### config.mk
export PLATFORM = sky130hd
export DESIGN_NAME = collision_arbiter
export DESIGN_NICKNAME = d
export VERILOG_FILES = /design/src/rtl/pac_pkg.sv /design/src/rtl/rr_arbiter4.sv /design/src/rtl/collision_arbiter.sv
export SDC_FILE = /design/constraint.sdc
export NUM_CORES = 1
export LEC_CHECK = 0
export BUFFER_PORTS_ARGS = -buffer_cell sky130_fd_sc_hd__buf_4
export CAP_MARGIN = 20
export CORE_ASPECT_RATIO = 0.6
export CORE_MARGIN = 2
export CORE_UTILIZATION = 51
export DETAILED_ROUTE_END_ITERATION = 7
export PLACE_DENSITY_LB_ADDON = 0.08
export SETUP_SLACK_MARGIN = 0.5
export SYNTH_ARGS = -nofsm -noshare
export SYNTH_HDL_FRONTEND = slang
export SYNTH_SLANG_ARGS = --single-unit
### constraint.sdc
create_clock -name clk -period 4.26 [get_ports clk]
set_input_delay 0.426 -clock clk [delete_from_list [all_inputs] [get_ports clk]]
set_output_delay 0.426 -clock clk [all_outputs]
set_load 0.01 [all_outputs]
### src/rtl/pac_pkg.sv
// Shared constants for the maze collision arbiter: directions, screen size,
// FSM encoding and requester indices.
package pac_pkg;

   typedef enum logic [1:0] {
      DIR_UP    = 2'b00,
      DIR_DOWN  = 2'b01,
      DIR_LEFT  = 2'b10,
      DIR_RIGHT = 2'b11
   } dir_e;

   localparam logic [10:0] SCREEN_W = 11'd640;
   localparam logic [9:0]  SCREEN_H = 10'd480;

   typedef enum logic [1:0] {
      ST_IDLE  = 2'd0,
      ST_ISSUE = 2'd1,
      ST_WAIT  = 2'd2,
      ST_RESP  = 2'd3
   } state_e;

   localparam logic [1:0] REQ_PAC_TURN = 2'd0;
   localparam logic [1:0] REQ_PAC_MOVE = 2'd1;
   localparam logic [1:0] REQ_GHOST_A  = 2'd2;
   localparam logic [1:0] REQ_GHOST_B  = 2'd3;

endpackage

### src/rtl/rr_arbiter4.sv
// Four-way round-robin pick: first asserted request at or after ptr, wrapping.
module rr_arbiter4 (
   input  logic [3:0] req,
   input  logic [1:0] ptr,
   output logic [1:0] gnt_idx,
   output logic       gnt_valid
);

   logic [1:0] cand;

   // Scan from farthest to nearest offset so the nearest hit wins.
   always_comb begin
      gnt_idx   = ptr;
      gnt_valid = 1'b0;
      cand      = ptr;
      for (int k = 3; k >= 0; k--) begin
         cand = ptr + 2'(k);
         if (req[cand]) begin
            gnt_idx   = cand;
            gnt_valid = 1'b1;
         end
      end
   end

endmodule

### src/rtl/collision_arbiter.sv
// Serialises wall-collision queries from four sprites onto one maze ROM port.
//
// state    | meaning
// ST_IDLE  | waiting for a request; round-robin grant and input latch
// ST_ISSUE | probe point computed; ROM read issued when the probe is on screen
// ST_WAIT  | ROM data returns; permit/blocked result registered
// ST_RESP  | one-cycle ack to the granted requester with the result
module collision_arbiter
   import pac_pkg::*;
#(
   parameter int TILE_SHIFT = 3,
   parameter int MAZE_COLS  = 80,
   parameter int MAZE_ROWS  = 60
) (
   input  logic        clk,
   input  logic        rst,
   input  logic [3:0]  req,
   input  logic [39:0] req_x,
   input  logic [35:0] req_y,
   input  logic [7:0]  req_dir,
   output logic [3:0]  ack,
   output logic        result,
   output logic        rom_en,
   output logic [12:0] rom_addr,
   input  logic        rom_data,
   output logic        busy
);

   state_e      state_q, state_d;
   logic [1:0]  rr_ptr_q, rr_ptr_d;
   logic [1:0]  idx_q, idx_d;
   logic [9:0]  x_q, x_d;
   logic [8:0]  y_q, y_d;
   logic [1:0]  dir_q, dir_d;
   logic        result_q, result_d;

   logic [1:0]  gnt_idx;
   logic        gnt_valid;
   logic [9:0]  xs   [4];
   logic [8:0]  ys   [4];
   logic [1:0]  dirs [4];

   logic [10:0] px;
   logic [9:0]  py;
   logic        edge_blk;
   logic        probe_ok;
   logic [12:0] probe_addr;

   rr_arbiter4 u_rr (
      .req       (req),
      .ptr       (rr_ptr_q),
      .gnt_idx   (gnt_idx),
      .gnt_valid (gnt_valid)
   );

   always_comb begin
      for (int i = 0; i < 4; i++) begin
         xs[i]   = req_x[10*i +: 10];
         ys[i]   = req_y[9*i +: 9];
         dirs[i] = req_dir[2*i +: 2];
      end
   end

   // Probe is derived from the latched query, so it stays stable through WAIT.
   always_comb begin
      px       = {1'b0, x_q};
      py       = {1'b0, y_q};
      edge_blk = 1'b0;
      case (dir_q)
         DIR_UP:    if (y_q == '0) edge_blk = 1'b1; else py = {1'b0, y_q} - 10'd1;
         DIR_DOWN:  py = {1'b0, y_q} + 10'd1;
         DIR_LEFT:  if (x_q == '0) edge_blk = 1'b1; else px = {1'b0, x_q} - 11'd1;
         default:   px = {1'b0, x_q} + 11'd1;
      endcase
      probe_ok   = !edge_blk && (px < SCREEN_W) && (py < SCREEN_H);
      probe_addr = 13'(py >> TILE_SHIFT) * 13'(MAZE_COLS) + 13'(px >> TILE_SHIFT);
   end

   always_comb begin
      state_d  = state_q;
      rr_ptr_d = rr_ptr_q;
      idx_d    = idx_q;
      x_d      = x_q;
      y_d      = y_q;
      dir_d    = dir_q;
      result_d = result_q;
      case (state_q)
         ST_IDLE: begin
            if (gnt_valid) begin
               state_d  = ST_ISSUE;
               rr_ptr_d = gnt_idx + 2'd1;
               idx_d    = gnt_idx;
               x_d      = xs[gnt_idx];
               y_d      = ys[gnt_idx];
               dir_d    = dirs[gnt_idx];
            end
         end
         ST_ISSUE: state_d = ST_WAIT;
         ST_WAIT: begin
            state_d  = ST_RESP;
            result_d = probe_ok & ~rom_data;
         end
         default: state_d = ST_IDLE;
      endcase
   end

   always_ff @(posedge clk or negedge rst) begin
      if (!rst) begin
         state_q  <= ST_IDLE;
         rr_ptr_q <= '0;
         idx_q    <= '0;
         x_q      <= '0;
         y_q      <= '0;
         dir_q    <= '0;
         result_q <= 1'b0;
      end else begin
         state_q  <= state_d;
         rr_ptr_q <= rr_ptr_d;
         idx_q    <= idx_d;
         x_q      <= x_d;
         y_q      <= y_d;
         dir_q    <= dir_d;
         result_q <= result_d;
      end
   end

   // Outputs decode from registered state so reset clears them at once.
   assign busy     = (state_q != ST_IDLE);
   assign rom_en   = (state_q == ST_ISSUE) && probe_ok;
   assign rom_addr = rom_en ? probe_addr : '0;
   assign ack      = (state_q == ST_RESP) ? (4'b0001 << idx_q) : 4'b0000;
   assign result   = (state_q == ST_RESP) && result_q;

endmodule

# After elaboration in Yosys (flattened, before gate mapping)
# Index checks and enable logic that the tools add are counted.
# Widths: inputs -> output; s select.
# word_totals
regBits	28
latchBits	0
ram_bits	0
rom_bits	0
inputBits	91
wordCells	82
n_memories	0
# classes
addsub	9
multipliers	1
div_mod_pow	0
magnitude_cmp	7
n_eq_ne	6
n_shift	1
n_mux	36
n_bitwise	3
n_reduce_logical	12
# ops
op	count
$mux 10	3
$pmux 11 s2	1
$bmux 10 s2	1
$pmux 10 s2	1
$bmux 9 s2	1
$mux 9	2
$mux 2	7
$add 13x8->13	1
$mux 13	1
$lt 2x3->1 const B	4
$add 10x1->11 const B	1
$lt 11x10->1 const B	1
$mux 11	1
$sub 10x1->11 const B	1
$add 9x1->10 const B	1
$logic_not 10->1	1
$lt 10x9->1 const B	1
$mux 1	10
$sub 9x1->10 const B	1
$logic_not 9->1	1
$mul 7x3->9 const B	1
$bmux 1 s2	4
$eq 2x2->1 const B	3
$pmux 2 s3	1
18 further kinds	25

# Depth between registers and ports, before layout
# Gate-level depths: netlist of the first run.
# logic_depth
ltp_word	11
ltp_mapped	16

# Cells and area by module
# Synthesis of the first run repeated with hierarchy kept, for this count alone.
# hier_totals
hier_cells	295
hier_area_um2	3029.2
# modules_own_cells
module	n_inst	cells_per_inst	area_per_inst_um2	seq_area_each_um2
collision_arbiter	1	279	2929.1	700.7
rr_arbiter4	1	16	100.1	0.0

# Worst setup path after synthesis of the first run
# Ideal clock, no wire load.
# synth_path
path_kind	register -> output
from	register y_q[0]
to	output rom_addr[12]
arrival_ps	3411
slack_ps	423
stages_incl_launch_ff	14
path_buffers	0
path_cell_list	dfrtp_1 > nor3_1 > nand2_1 > o221ai_1 > nand3_1 > ha_1 > ha_1 > inv_1 > fa_1 > xor2_1 > a211o_1 > nor4_1 > xnor3_1 > nor3_1
# synth_between
elab_chain_len	8
word_cells_on_any_way	15
classes_between	3 x add/sub; 1 x mul; 1 x order compare; 5 x mux; 5 x reduce/logical
# synth_lines
element	line	rtl
from (decl)	collision_arbiter.sv:33	logic [8:0] y_q, y_d;
from (signal assigned)	collision_arbiter.sv:121	y_q <= y_d;
parallel branches: the longest is 7 deep, another holds $add 13x8->13	n/a	
$mux 13 *	collision_arbiter.sv:130	assign rom_addr = rom_en ? probe_addr : '0;
to (decl)	collision_arbiter.sv:24	output logic [12:0] rom_addr,
# Mark *: on every way between the ends.

# Worst setup path in the final report of the first run
# layout_path
from	register y_q[6]
to	output rom_addr[12]
# Same word-level chain as after synthesis.

==> flow_summary.rst, run 1 <==
.. list-table::
   :header-rows: 1

   * - Metric
     - Value
   * - Largest driver fanout on the critical path
     - 4
   * - Start of the worst register-to-register path
     - y_q[3]
   * - Cell leakage power
     - 2.18 nW
   * - Tot Pwr
     - 4.33 mW
   * - Worst min-delay path category
     - input pin to asynchronous set/reset pin
   * - Part of the Yosys area used for sequential elements
     - 0.221
   * - Hold Fails Final Rpt
     - 0
   * - EDFF count, synth
     - 0
   * - Reported max-cap violation count
     - 0
   * - Vias in the first global route
     - 3,253
   * - Busiest layer in global routing
     - met2
   * - Share of final-layout standard cells stronger than drive strength 1
     - 0.487
   * - Synth Instances
     - 374
   * - Setup slack after layout
     - -0.0854 ns
   * - Post-layout net count
     - 613
   * - Post-Syn Area per Cell
     - 8.49 um^2
   * - Synthesized netlist net count
     - 485
   * - CTS tree
     - done
   * - Die H
     - 65.1 um
   * - YS warnings
     - 0
   * - Drc violations
     - 0
   * - Cts-stage hold buffer count
     - 0
   * - Final Critical Period
     - 4.35 ns
   * - Initial DRC Count
     - 235
   * - Power Density
     - 921 nW/um^2
   * - Post-Route Skew
     - 0.0125 ns
   * - Violations in the final reports
     - setup timing
   * - Area after DPL
     - 4030 um^2
   * - Detailed Route WL
     - 9670 um
   * - Non-filler instance count after layout
     - 585
   * - Number of register bits inferred by synthesis
     - 28
   * - Maximum buffer depth of the clock tree
     - 2
   * - Global-route track usage on met1
     - 0.325
   * - Relative slew slack
     - 0.489
   * - Buffer type at the clock tree root
     - clkbuf_8
   * - CTS sink count
     - 28
   * - Vias after detailed routing
     - 3,444
   * - Share of flip-flops with an asynchronous set or reset after synthesis
     - 1.00
   * - End point of the critical path
     - rom_addr[12]
   * - Weighted congestion reported at the end of routability-driven placement
     - 0.911
   * - Port Buf Inserts
     - 110
   * - Number of antenna cells inserted
     - 0
   * - Count of different cell masters after synthesis
     - 56
   * - First-pass iteration count of the detailed router
     - 6
   * - Area enclosed by the die boundary
     - 6900 um^2
   * - Post-Place Worst Slack
     - 0.234 ns
   * - Initial Utilization
     - 0.525
   * - RSZ-0062 raised after global routing
     - yes
   * - Maximum number of pins on one net before global-route repair
     - 43
   * - Wire length of the first global-routing pass
     - 14,700 um
   * - Worst-case reg-to-reg path depth
     - 9
   * - Setup Crit Path Kind
     - flip-flop to primary output
   * - Antenna violations before repair
     - 0
   * - Number of placed cells counting well taps
     - 546
   * - Launching instance or port of the critical path
     - y_q[6]
   * - Clock slew at reported path FFs
     - 0.11 ns
   * - Highest attainable clock frequency
     - 230 MHz
   * - H-Tree Depth
     - 1
   * - Worst Hold Slack
     - 0.0332 ns
   * - Number of rows created at floorplan
     - 22
   * - Width of the die
     - 106 um
   * - Antenna-violating nets left
     - 0
   * - GRT Overall Usage
     - 0.261
   * - Core box area
     - 6060 um^2
   * - Crit end category
     - primary output
   * - Avg Vias per Cell
     - 5.89
   * - Maximum VDD drop
     - 0.699 mV
   * - Setup slack of the worst register-to-register path
     - 1.61 ns
   * - Worst path arrival time
     - 3.92 ns
   * - Worst flop-to-flop path endpoint
     - result_q
   * - Transition time at the pin with the least slew margin
     - 0.765 ns
   * - Final number of max-transition violations
     - 0
   * - Post-Synthesis Cell Area
     - 3180 um^2
   * - Average wire per cell in the routed design
     - 16.5 um
   * - Cts bufs inserted
     - 3
   * - Most frequently used flop master after synthesis
     - dfrtp_1
   * - Layout area overhead
     - 48.0%
   * - Final standard cell area without fillers
     - 4700 um^2
   * - Crit start category
     - flip-flop
   * - Fraction of the cycle the final worst path needs
     - 1.02
   * - Total negative slack for setup checks
     - -0.0854 ns
   * - DP HPWL
     - 5900 um
   * - Met3 global-route usage
     - 0.0645
   * - Worst EP required
     - 3.83 ns
   * - Final global-route overflow total
     - 0
   * - Met2 track utilization from global routing
     - 0.444
   * - Count of final setup violators
     - 1
   * - I/O pin count
     - 111
   * - Utilization after layout
     - 0.776
   * - Result of the run
     - finished, violations left
   * - Clock latency of the later-clocked register in the worst-skew pair
     - 0.28 ns
==> final cells by class <==
| class | instances | area (um^2) |
|---|---|---|
| Clock buffer | 3 | 41.3 |
| Multi-Input combinational cell | 302 | 2620 |
| Timing Repair Buffer | 148 | 1120 |
| Tap cell | 84 | 105 |
| Sequential cell | 28 | 714 |
| Fill cell | 409 | 1360 |
| Inverter | 19 | 71.3 |
| Clock inverter | 1 | 30.0 |
==> layout by cell type (no fill, tap or decap), types with 4 or more instances in the layout <==
| cell | synthesis | layout |
|---|---|---|
| buf_4 | 1 | 145 |
| mux2i_1 | 46 | 45 |
| nand2_1 | 33 | 32 |
| o21ai_0 | 30 | 28 |
| mux2_2 | 24 | 24 |
| nor2_1 | 19 | 17 |
| dfrtp_1 | 28 | 17 |
| inv_1 | 19 | 16 |
| ha_1 | 18 | 13 |
| nor3_1 | 17 | 12 |
| dfrtp_2 | 0 | 11 |
| nor3_2 | 7 | 10 |
| a21oi_1 | 11 | 9 |
| nand3_1 | 7 | 6 |
| xor2_1 | 7 | 6 |
| nor2b_1 | 8 | 6 |
| nor4_4 | 0 | 6 |
| nand4_1 | 5 | 5 |
| nand2b_1 | 6 | 5 |
| xnor2_1 | 7 | 5 |
| nor4_1 | 11 | 4 |
| ha_4 | 0 | 4 |
==> state kept, by name (all words and copies together) (netlist names) <==
signal,count
dir_q,2
rr_ptr_q,2
result_q,1
x_q,10
y_q,9
state_q,2
idx_q,2
==> critical path, stage by stage (launching register included) <==
cell	delay, ns
dfrtp_2	0.47
buf_4	0.15
buf_4	0.14
nor3_1	0.21
nor2_1	0.09
mux2i_1	0.20
mux2i_2	0.18
ha_4	0.33
inv_1	0.08
fa_2	0.45
xor2_4	0.18
a211o_1	0.33
nor4_4	0.30
xnor3_1	0.26
nor3_2	0.11
buf_4	0.15
==> Yosys cell counts, drive strengths merged, types with 6 or more instances <==
cell type	number	area, um^2
mux2i	46	460
xnor2	7	61.3
mux2	24	270
nor4	11	68.8
nand3	7	35.0
nand2	33	124
inv	19	71.3
clkbuf	17	65.1
nor2	19	71.3
xor2	7	61.3
o21ai	30	150
nand2b	6	37.5
ha	18	225
nor2b	8	50.1
dfrtp	28	701
nor3	25	171
a21oi	11	55.1
buf	8	55.1
==> power by group <==
part | internal [mW] | total [mW] | switching (mW)
sequential | 0.412 | 0.626 | 0.214
clock | 0.126 | 0.215 | 0.0887
combinational | 1.70 | 3.49 | 1.78
==> cell families (layout without fill, tap and decap cells) <==
logic type / count (synthesis) / in the layout / synth area share
AND/OR/NAND/NOR: 132 / 132 / 0.228
multiplexers: 70 / 70 / 0.230
AO/OA/AOI/OAI: 65 / 65 / 0.132
buffers and inverters: 44 / 171 / 0.0603
flip-flops: 28 / 28 / 0.221
adder cells (fa/ha/maj): 20 / 20 / 0.0835
XOR/XNOR: 15 / 15 / 0.0457
==> worst min path at each step <==
stage	startpoint	to	slack [ns]	cells past startpoint
after floorplan	rst	dir_q[0]	0.13	0
after global placement	rst	y_q[6]	0.36	1
after detailed placement	rst	y_q[6]	0.36	1
after CTS	rst	y_q[6]	0.05	1
after global routing	rst	y_q[8]	0.06	1
final	rst	y_q[4]	0.03	1
==> repair_timing <==
item	CTS	global route
pin swaps	21	13
setup endpoints to repair	5	5
setup buffers	25	10
gates resized for setup	49	23
==> metal layers <==
layer | up-vias | wire length, um
li1 | 1611 | -
met1 | 1584 | 4050
met2 | 197 | 4400
met3 | 52 | 803
met4 | 0 | 424
met5 | - | 0
(Power assumes the default switching activity.)
==> run 2: changes to the inputs <==
--- a/config.mk
+++ b/config.mk
@@ -8,11 +8,11 @@
 export BUFFER_PORTS_ARGS = -buffer_cell sky130_fd_sc_hd__buf_4
 export CAP_MARGIN = 20
 export CORE_ASPECT_RATIO = 0.6
-export CORE_MARGIN = 2
 export CORE_UTILIZATION = 51
 export DETAILED_ROUTE_END_ITERATION = 7
 export PLACE_DENSITY_LB_ADDON = 0.08
 export SETUP_SLACK_MARGIN = 0.5
 export SYNTH_ARGS = -nofsm -noshare
 export SYNTH_HDL_FRONTEND = slang
+export SYNTH_HIERARCHICAL = 1
 export SYNTH_SLANG_ARGS = --single-unit
==> flow_summary.rst, run 2 <==
.. list-table::
   :header-rows: 1

   * - Metric
     - Value
   * - Launching instance or port of the critical path
     - y_q[8]
   * - Top library cells by usage in the layout, fill and taps aside
     - buf_4 (129), dfrtp_1 (28), mux2_2 (25), mux4_2 (21), inv_1 (18)
   * - Reported max-cap violation count
     - 0 (unchanged)
   * - Uppermost layer routed
     - met4
   * - Family with the most delay on the worst path
     - simple AND/OR/NAND/NOR gates
   * - Worst flop-to-flop path endpoint
     - x_q[6]
   * - Area enclosed by the die boundary
     - 6260 um^2 (-9.2%)
   * - Largest register FFs
     - 10 (unchanged)
   * - YS warnings
     - 6 (+6)
   * - H-Tree Depth
     - 1 (unchanged)
   * - Worst min-delay path category
     - input pin to asynchronous set/reset pin
   * - Critical-path cell list
     - or4_4 -> o31ai_4 -> a21oi_1 -> xor2_1 -> buf_4 -> ha_2 -> inv_1 -> fa_2 -> nor2b_2 -> o21ai_2 -> a211o_1 -> nor4_2 -> xnor3_1 -> nor2b_4 -> buf_6
   * - CTS tree
     - done
   * - Synth Instances
     - 295 (-21%)
   * - Tot Pwr
     - 4.65 mW (+7.5%)
   * - RSZ-0062 raised after global routing
     - yes
   * - Highest attainable clock frequency
     - 227 MHz (-1.2%)
   * - Slowest cell delay on critical path
     - 0.58 ns (+0.11 ns)
   * - Width of the die
     - 101 um (-4.2%)
   * - Register containing the most flip-flops in the final layout
     - x_q
   * - Worst path buffer plus inverter count
     - 3 (-1)
   * - Post-Synthesis Cell Area
     - 3030 um^2 (-4.6%)
   * - Average wire per cell in the routed design
     - 16.8 um (+1.5%)
   * - Start of the worst register-to-register path
     - rr_ptr_q[0]
   * - Avg Vias per Cell
     - 5.71 (-2.9%)
   * - Cts bufs inserted
     - 3 (unchanged)
   * - Crit end category
     - primary output
   * - EDFF count, synth
     - 0 (unchanged)
   * - Antenna-violating nets left
     - 0 (unchanged)
   * - Worst-case reg-to-reg path depth
     - 5 (-4)
   * - Post-layout net count
     - 535 (-13%)
   * - Initial DRC Count
     - 175 (-26%)
   * - Count leader, synth
     - dfrtp_1
   * - Post-Syn Area per Cell
     - 10.3 um^2 (+21%)
   * - Number of register bits inferred by synthesis
     - 28 (unchanged)
   * - Worst path arrival time
     - 3.97 ns (+0.05 ns)
   * - Vias in the first global route
     - 2,675 (-18%)
   * - Vias after detailed routing
     - 2,874 (-17%)
   * - Relative slew slack
     - 0.342 (-0.146)
   * - Antenna violations before repair
     - 0 (unchanged)
   * - Clock slew at reported path FFs
     - 0.10 ns (about the same)
   * - Met3 Routed Length
     - 518 um (-35%)
   * - Critical path's slowest cell
     - or4_4
   * - Share of flip-flops with an asynchronous set or reset after synthesis
     - 1.00 (unchanged)
   * - Top Registers
     - x_q (10), y_q (9)
   * - Power Density
     - 1030 nW/um^2 (+12%)
   * - Maximum VDD drop
     - 0.940 mV (+34%)
   * - Setup Crit Path Kind
     - flip-flop to primary output
   * - Weighted congestion reported at the end of routability-driven placement
     - 0.829 (-9.0%)
   * - Area after DPL
     - 3940 um^2 (-2.1%)
   * - Core box area
     - 5650 um^2 (-6.7%)
   * - Synthesized netlist net count
     - 406 (-16%)
   * - Initial Utilization
     - 0.536 (+0.0116)
   * - Detailed Route WL
     - 8440 um (-13%)
   * - Post-Place Worst Slack
     - 0.0184 ns (-0.216 ns)
   * - Post-Route Skew
     - 0.00585 ns (-0.00669 ns)
   * - Wire length of the first global-routing pass
     - 12,800 um (-13%)
   * - Crit start category
     - flip-flop
   * - Most frequently used flop master after synthesis
     - dfrtp_1
   * - Die H
     - 61.7 um (-5.3%)
   * - Transition time at the pin with the least slew margin
     - 0.984 ns (+0.219 ns)
   * - Number of antenna cells inserted
     - 0 (unchanged)
   * - Most common cell after layout, fill and taps aside
     - buf_4
   * - First-pass iteration count of the detailed router
     - 4 (-2)
   * - DP HPWL
     - 6070 um (+2.9%)
   * - Length of routed wiring on met1
     - 3720 um (-8.0%)
   * - Setup slack of the worst register-to-register path
     - 1.54 ns (-0.07 ns)
   * - Multi-input logic area
     - 2450 um^2 (-6.2%)
   * - Largest driver fanout on the critical path
     - 3 (-1)
   * - Number of rows created at floorplan
     - 21 (-4.5%)
   * - CTS sink count
     - 28 (unchanged)
   * - Maximum number of pins on one net before global-route repair
     - 29 (-33%)
   * - Top cells by count, synth
     - dfrtp_1 (28), mux2_2 (25), mux4_2 (21), inv_1 (19), ha_1 (18)
   * - Count of different cell masters after synthesis
     - 61 (+8.9%)
   * - Final global-route overflow total
     - 0 (unchanged)
   * - Fillers
     - 376 (-8.1%)
   * - Total negative slack for setup checks
     - -0.138 ns (-0.0525 ns)
   * - Violations in the final reports
     - setup timing
   * - Share of final-layout standard cells stronger than drive strength 1
     - 0.591 (+0.104)
   * - Buffer type at the clock tree root
     - clkbuf_8
   * - Top area cells in the synthesized netlist
     - dfrtp_1 (23%), mux4_2 (16%), mux2_2 (9.3%)
   * - Hold Fails Final Rpt
     - 0 (unchanged)
   * - Final Critical Period
     - 4.40 ns (+0.0525 ns)
   * - Clock latency of the later-clocked register in the worst-skew pair
     - 0.28 ns (about the same)
   * - I/O pin count
     - 111 (unchanged)
   * - Layout area overhead
     - 48.9%
   * - Worst EP required
     - 3.83 ns (about the same)
   * - Total length of routed met2 wires
     - 4110 um (-6.7%)
   * - Fraction of the cycle the final worst path needs
     - 1.03 (+0.0123)
   * - GRT Overall Usage
     - 0.271 (+0.00985)
   * - Yosys top cell area share
     - 0.231 (+0.0108)
   * - Cell leakage power
     - 1.98 nW (-8.9%)
   * - Count of final setup violators
     - 1 (unchanged)
   * - Footprint of the flip-flops and latches
     - 701 um^2 (-1.9%)
   * - Drc violations
     - 0 (unchanged)
   * - Result of the run
     - finished, violations left
   * - Final number of max-transition violations
     - 0 (unchanged)
   * - Most area-hungry cell type in the Yosys netlist
     - dfrtp_1
   * - Setup slack after layout
     - -0.138 ns (-0.0525 ns)
   * - Maximum buffer depth of the clock tree
     - 2 (unchanged)
   * - Part of the Yosys area used for sequential elements
     - 0.231 (+0.0108)
   * - Port Buf Inserts
     - 110 (unchanged)
   * - Final standard cell area without fillers
     - 4510 um^2 (-4.1%)
run 2: cell types whose count changed after synthesis, moves of 5 or more:
cell      delta
nor3_2       -7
clkbuf_1     -7
nor3_1      -10
mux4_2      +21
nand2_1     -21
nor4_1       -7
o21ai_0     -16
mux2i_1     -45
nand2b_1     -5
nor2_4       +7
run 2: area by class of cell:
type	instances	share of cell area
inverter	20	0.0166
timing repair buffer	140	0.246
clock inverter	1	0.00666
sequential	28	0.155
multi-input combinational	231	0.544
clock buffer	3	0.00916
tap	80	0.0222
run 2: worst max-delay path by stage:
stage | endpoint | cells after the start | slack [ns]
finish | rom_addr[12] | 15 | -0.14
global route | rom_addr[12] | 15 | -0.26
detailed placement | rom_addr[12] | 14 | 0.02
CTS | rom_addr[12] | 15 | -0.11
floorplan | rom_addr[12] | 14 | 0.46
global placement | rom_addr[12] | 14 | 0.09
run 2: per-stage QoR:
| stage | std cells | hold WS, ns | utilization |
|---|---|---|---|
| 4_1_cts | 495 | 0.0602 | 0.761 |
| 2_1_floorplan | 295 | 0.130 | - |
| 6_report | 503 | 0.0444 | 0.798 |
| 3_5_place_dp | 475 | 0.363 | 0.698 |
| 3_3_place_gp | 475 | 0.363 | 0.698 |
| 5_1_grt | 503 | 0.0627 | 0.798 |
run 2: timing repair:
item	4_1_cts	5_1_grt
hold buffers	0	0
setup endpoints to repair	6	5
pin swaps	16	18
gates resized for setup	35	24
cloned	0	0
buffers inserted	16	7
run 2: routing by layer:
layer | up-vias | GRT usage
met4 | 0 | 0.0621
met3 | 11 | 0.0492
met5 | - | 0
met2 | 117 | 0.431
met1 | 1382 | 0.393
li1 | 1364 | -
run 2: where the power goes:
part | switching (mW) | internal (mW) | total [mW]
sequential | 0.194 | 0.406 | 0.600
combinational | 1.84 | 2.00 | 3.84
clock | 0.0891 | 0.126 | 0.215
total | 2.12 | 2.53 | 4.65
run 2: cell families (layout without fill, tap and decap cells):
family | count (synthesis) | in the layout | share of synthesized area
xor+xnor | 16 | 16 | 0.0508
compound gates | 49 | 49 | 0.119
flops | 28 | 28 | 0.231
buf+inv | 36 | 164 | 0.0516
fa+ha+maj | 20 | 20 | 0.0876
simple gates | 99 | 99 | 0.207
mux | 47 | 47 | 0.252
run 2: worst reg2reg max path: stages (launching register included):
cell     delay (ns)
dfrtp_1        0.41
and2b_2        0.23
or4_1          0.49
nand2_1        0.74
mux4_2         0.46
mux2_2         0.29
==> run 3: changes to the inputs <==
--- a/config.mk
+++ b/config.mk
@@ -8,7 +8,7 @@
 export BUFFER_PORTS_ARGS = -buffer_cell sky130_fd_sc_hd__buf_4
 export CAP_MARGIN = 20
 export CORE_ASPECT_RATIO = 0.6
-export CORE_UTILIZATION = 51
+export CORE_UTILIZATION = 49
 export DETAILED_ROUTE_END_ITERATION = 7
 export PLACE_DENSITY_LB_ADDON = 0.08
 export SETUP_SLACK_MARGIN = 0.5
==> constraint.sdc (replaced) <==
create_clock -name clk -period 4.3 [get_ports clk]
set_input_delay 0.43 -clock clk [delete_from_list [all_inputs] [get_ports clk]]
set_output_delay 0.43 -clock clk [all_outputs]
set_load 0.01 [all_outputs]
==> flow_summary.rst, run 3 (same netlist as run 2, synthesis figures left out) <==
.. list-table::
   :header-rows: 1

   * - Metric
     - Value
   * - Result of the run
     - finished, final reports clean
   * - Transition time at the pin with the least slew margin
     - 0.993 ns (+0.00859 ns)
   * - Relative slew slack
     - 0.336 (-0.00574)
   * - Wire length of the first global-routing pass
     - 13,700 um (+6.8%)
   * - Detailed Route WL
     - 8740 um (+3.6%)
   * - Top Registers
     - x_q (10), y_q (9)
   * - Count of final setup violators
     - 0 (-1)
   * - Fraction of the cycle the final worst path needs
     - 0.992
   * - Worst min-delay path category
     - input pin to asynchronous set/reset pin
   * - Clock slew at reported path FFs
     - 0.10 ns (about the same)
   * - Worst-case reg-to-reg path depth
     - 5 (unchanged)
   * - Family with the most delay on the worst path
     - simple AND/OR/NAND/NOR gates
   * - Initial Utilization
     - 0.526 (-0.00979)
   * - Core box area
     - 5750 um^2 (+1.9%)
   * - Setup slack of the worst register-to-register path
     - 1.61 ns (+0.07 ns)
   * - Maximum VDD drop
     - 0.855 mV (-9.1%)
   * - First-pass iteration count of the detailed router
     - 4 (unchanged)
   * - Worst path arrival time
     - 3.84 ns (-0.13 ns)
   * - Maximum buffer depth of the clock tree
     - 2 (unchanged)
   * - Critical path's slowest cell
     - or4_4
   * - Start of the worst register-to-register path
     - rr_ptr_q[0]
   * - Crit end category
     - primary output
   * - Antenna-violating nets left
     - 0 (unchanged)
   * - Most common cell after layout, fill and taps aside
     - buf_4
   * - Initial DRC Count
     - 112 (-36%)
   * - CTS tree
     - done
   * - RSZ-0062 raised after global routing
     - yes
   * - Average wire per cell in the routed design
     - 17.6 um (+4.6%)
   * - H-Tree Depth
     - 1 (unchanged)
   * - Critical-path cell list
     - or4_4 -> nor3_4 -> buf_6 -> a211o_1 -> o21ai_2 -> ha_1 -> inv_2 -> fa_2 -> nor2b_2 -> o21ai_2 -> nor3b_4 -> nor4_4 -> xnor3_1 -> nor2b_4 -> buf_6
   * - Fillers
     - 361 (-4.0%)
   * - Cts bufs inserted
     - 3 (unchanged)
   * - Cell leakage power
     - 1.94 nW (-2.2%)
   * - Port Buf Inserts
     - 110 (unchanged)
   * - Clock latency of the later-clocked register in the worst-skew pair
     - 0.28 ns (about the same)
   * - Number of rows created at floorplan
     - 21 (unchanged)
   * - Post-layout net count
     - 530 (-0.93%)
   * - Cts-stage hold buffer count
     - 0 (unchanged)
   * - Final Critical Period
     - 4.27 ns
   * - Vias in the first global route
     - 2,788 (+4.2%)
   * - Buffer type at the clock tree root
     - clkbuf_8
   * - Tot Pwr
     - 4.33 mW (-6.9%)
   * - Antenna violations before repair
     - 0 (unchanged)
   * - Largest register FFs
     - 10 (unchanged)
   * - Reported max-cap violation count
     - 0 (unchanged)
   * - Utilization after layout
     - 0.775 (-0.0228)
   * - DP HPWL
     - 6110 um (+0.64%)
   * - Worst EP required
     - 3.87 ns (+0.04 ns)
   * - CTS sink count
     - 28 (unchanged)
   * - Post-Route Skew
     - 0.00264 ns (-0.00322 ns)
   * - Die H
     - 62.9 um (+2.0%)
   * - Weighted congestion reported at the end of routability-driven placement
     - 0.876 (+5.7%)
   * - I/O pin count
     - 111 (unchanged)
   * - Area enclosed by the die boundary
     - 6510 um^2 (+4.0%)
   * - Avg Vias per Cell
     - 5.82 (+1.8%)
   * - Worst flop-to-flop path endpoint
     - y_q[3]
   * - Crit start category
     - flip-flop
   * - Worst path buffer plus inverter count
     - 3 (unchanged)
   * - Top library cells by usage in the layout, fill and taps aside
     - buf_4 (128), dfrtp_1 (26), mux2_2 (25), mux4_2 (21), inv_1 (17)
   * - Register containing the most flip-flops in the final layout
     - x_q
   * - Maximum number of pins on one net before global-route repair
     - 29 (unchanged)
   * - Layout area overhead
     - 47.3%
   * - Share of final-layout standard cells stronger than drive strength 1
     - 0.605 (+0.0142)
   * - Hold Fails Final Rpt
     - 0 (unchanged)
   * - GRT Overall Usage
     - 0.260 (-0.0102)
   * - Drc violations
     - 0 (unchanged)
   * - Highest attainable clock frequency
     - 234 MHz
   * - Slowest cell delay on critical path
     - 0.61 ns (+0.03 ns)
   * - Final global-route overflow total
     - 0 (unchanged)
   * - Power Density
     - 971 nW/um^2 (-5.9%)
   * - Setup Crit Path Kind
     - flip-flop to primary output
   * - Number of antenna cells inserted
     - 0 (unchanged)
   * - Width of the die
     - 104 um (+2.0%)
   * - Vias after detailed routing
     - 2,896 (+0.77%)
   * - Largest driver fanout on the critical path
     - 6 (+3)
   * - Final number of max-transition violations
     - 0 (unchanged)
-- run 3: changes by cell type in the layout (fill, tap and decap cells not counted), sizes merged --
cell | before | now
buf | 140 | 135
clkbuf | 3 | 4
bufinv | 1 | 0
-- run 3: worst max path at each step --
stage / start / to / slack (ns) / depth (start not counted)
floorplan: y_q[0] / rom_addr[12] / 0.49 / 14
global placement: y_q[0] / rom_addr[12] / 0.18 / 14
detailed placement: y_q[0] / rom_addr[12] / 0.03 / 14
CTS: y_q[2] / rom_addr[12] / -0.04 / 14
global route: y_q[1] / rom_addr[12] / -0.11 / 16
finish: y_q[0] / rom_addr[12] / 0.03 / 15
-- run 3: metal layers --
metal | wire (um) | track usage | part of all wire | vias up
met4 | 108 | 0.0525 | 0.012 | 0
met5 | 0 | 0 | 0 | -
met2 | 4310 | 0.424 | 0.49 | 124
li1 | - | - | - | 1352
met3 | 608 | 0.0532 | 0.070 | 14
met1 | 3710 | 0.361 | 0.42 | 1406
-- run 3: what timing repair did --
item                       4_1_cts  5_1_grt
resized for setup               21       44
buffers inserted                13        6
pin swaps                       14       29
setup endpoints to repair        6        6
-- run 3: area by class of cell --
| class | count | area (um^2) | share of cell area |
|---|---|---|---|
| multi-input cells | 231 | 2470 | 0.554 |
| repair buffers | 135 | 1060 | 0.237 |
| flip-flops and latches | 28 | 703 | 0.158 |
| well taps | 80 | 100 | 0.0224 |
| inverters | 20 | 75.1 | 0.0168 |
| clock buffers | 4 | 55.1 | 0.0123 |
-- run 3: per-stage QoR --
stage	hold slack (ns)	cell area (um^2)	instances	worst slack, ns	TNS [ns]
4_1_cts	0.0708	4180	491	-0.0442	-0.0442
3_5_place_dp	0.375	3940	474	0.0256	0
6_report	0.0496	4460	498	0.0340	0
5_1_grt	0.0735	4460	498	-0.112	-0.130
3_3_place_gp	0.363	3940	474	0.180	0
2_1_floorplan	0.134	3060	295	0.494	0
-- run 3: power by group --
group,internal [mW],total [mW],switching (mW),leakage [nW]
Combinational,1.81,3.55,1.75,1.58
Clock,0.0822,0.167,0.0850,0.0288
Sequential,0.405,0.611,0.207,0.329
Total,2.29,4.33,2.04,1.94
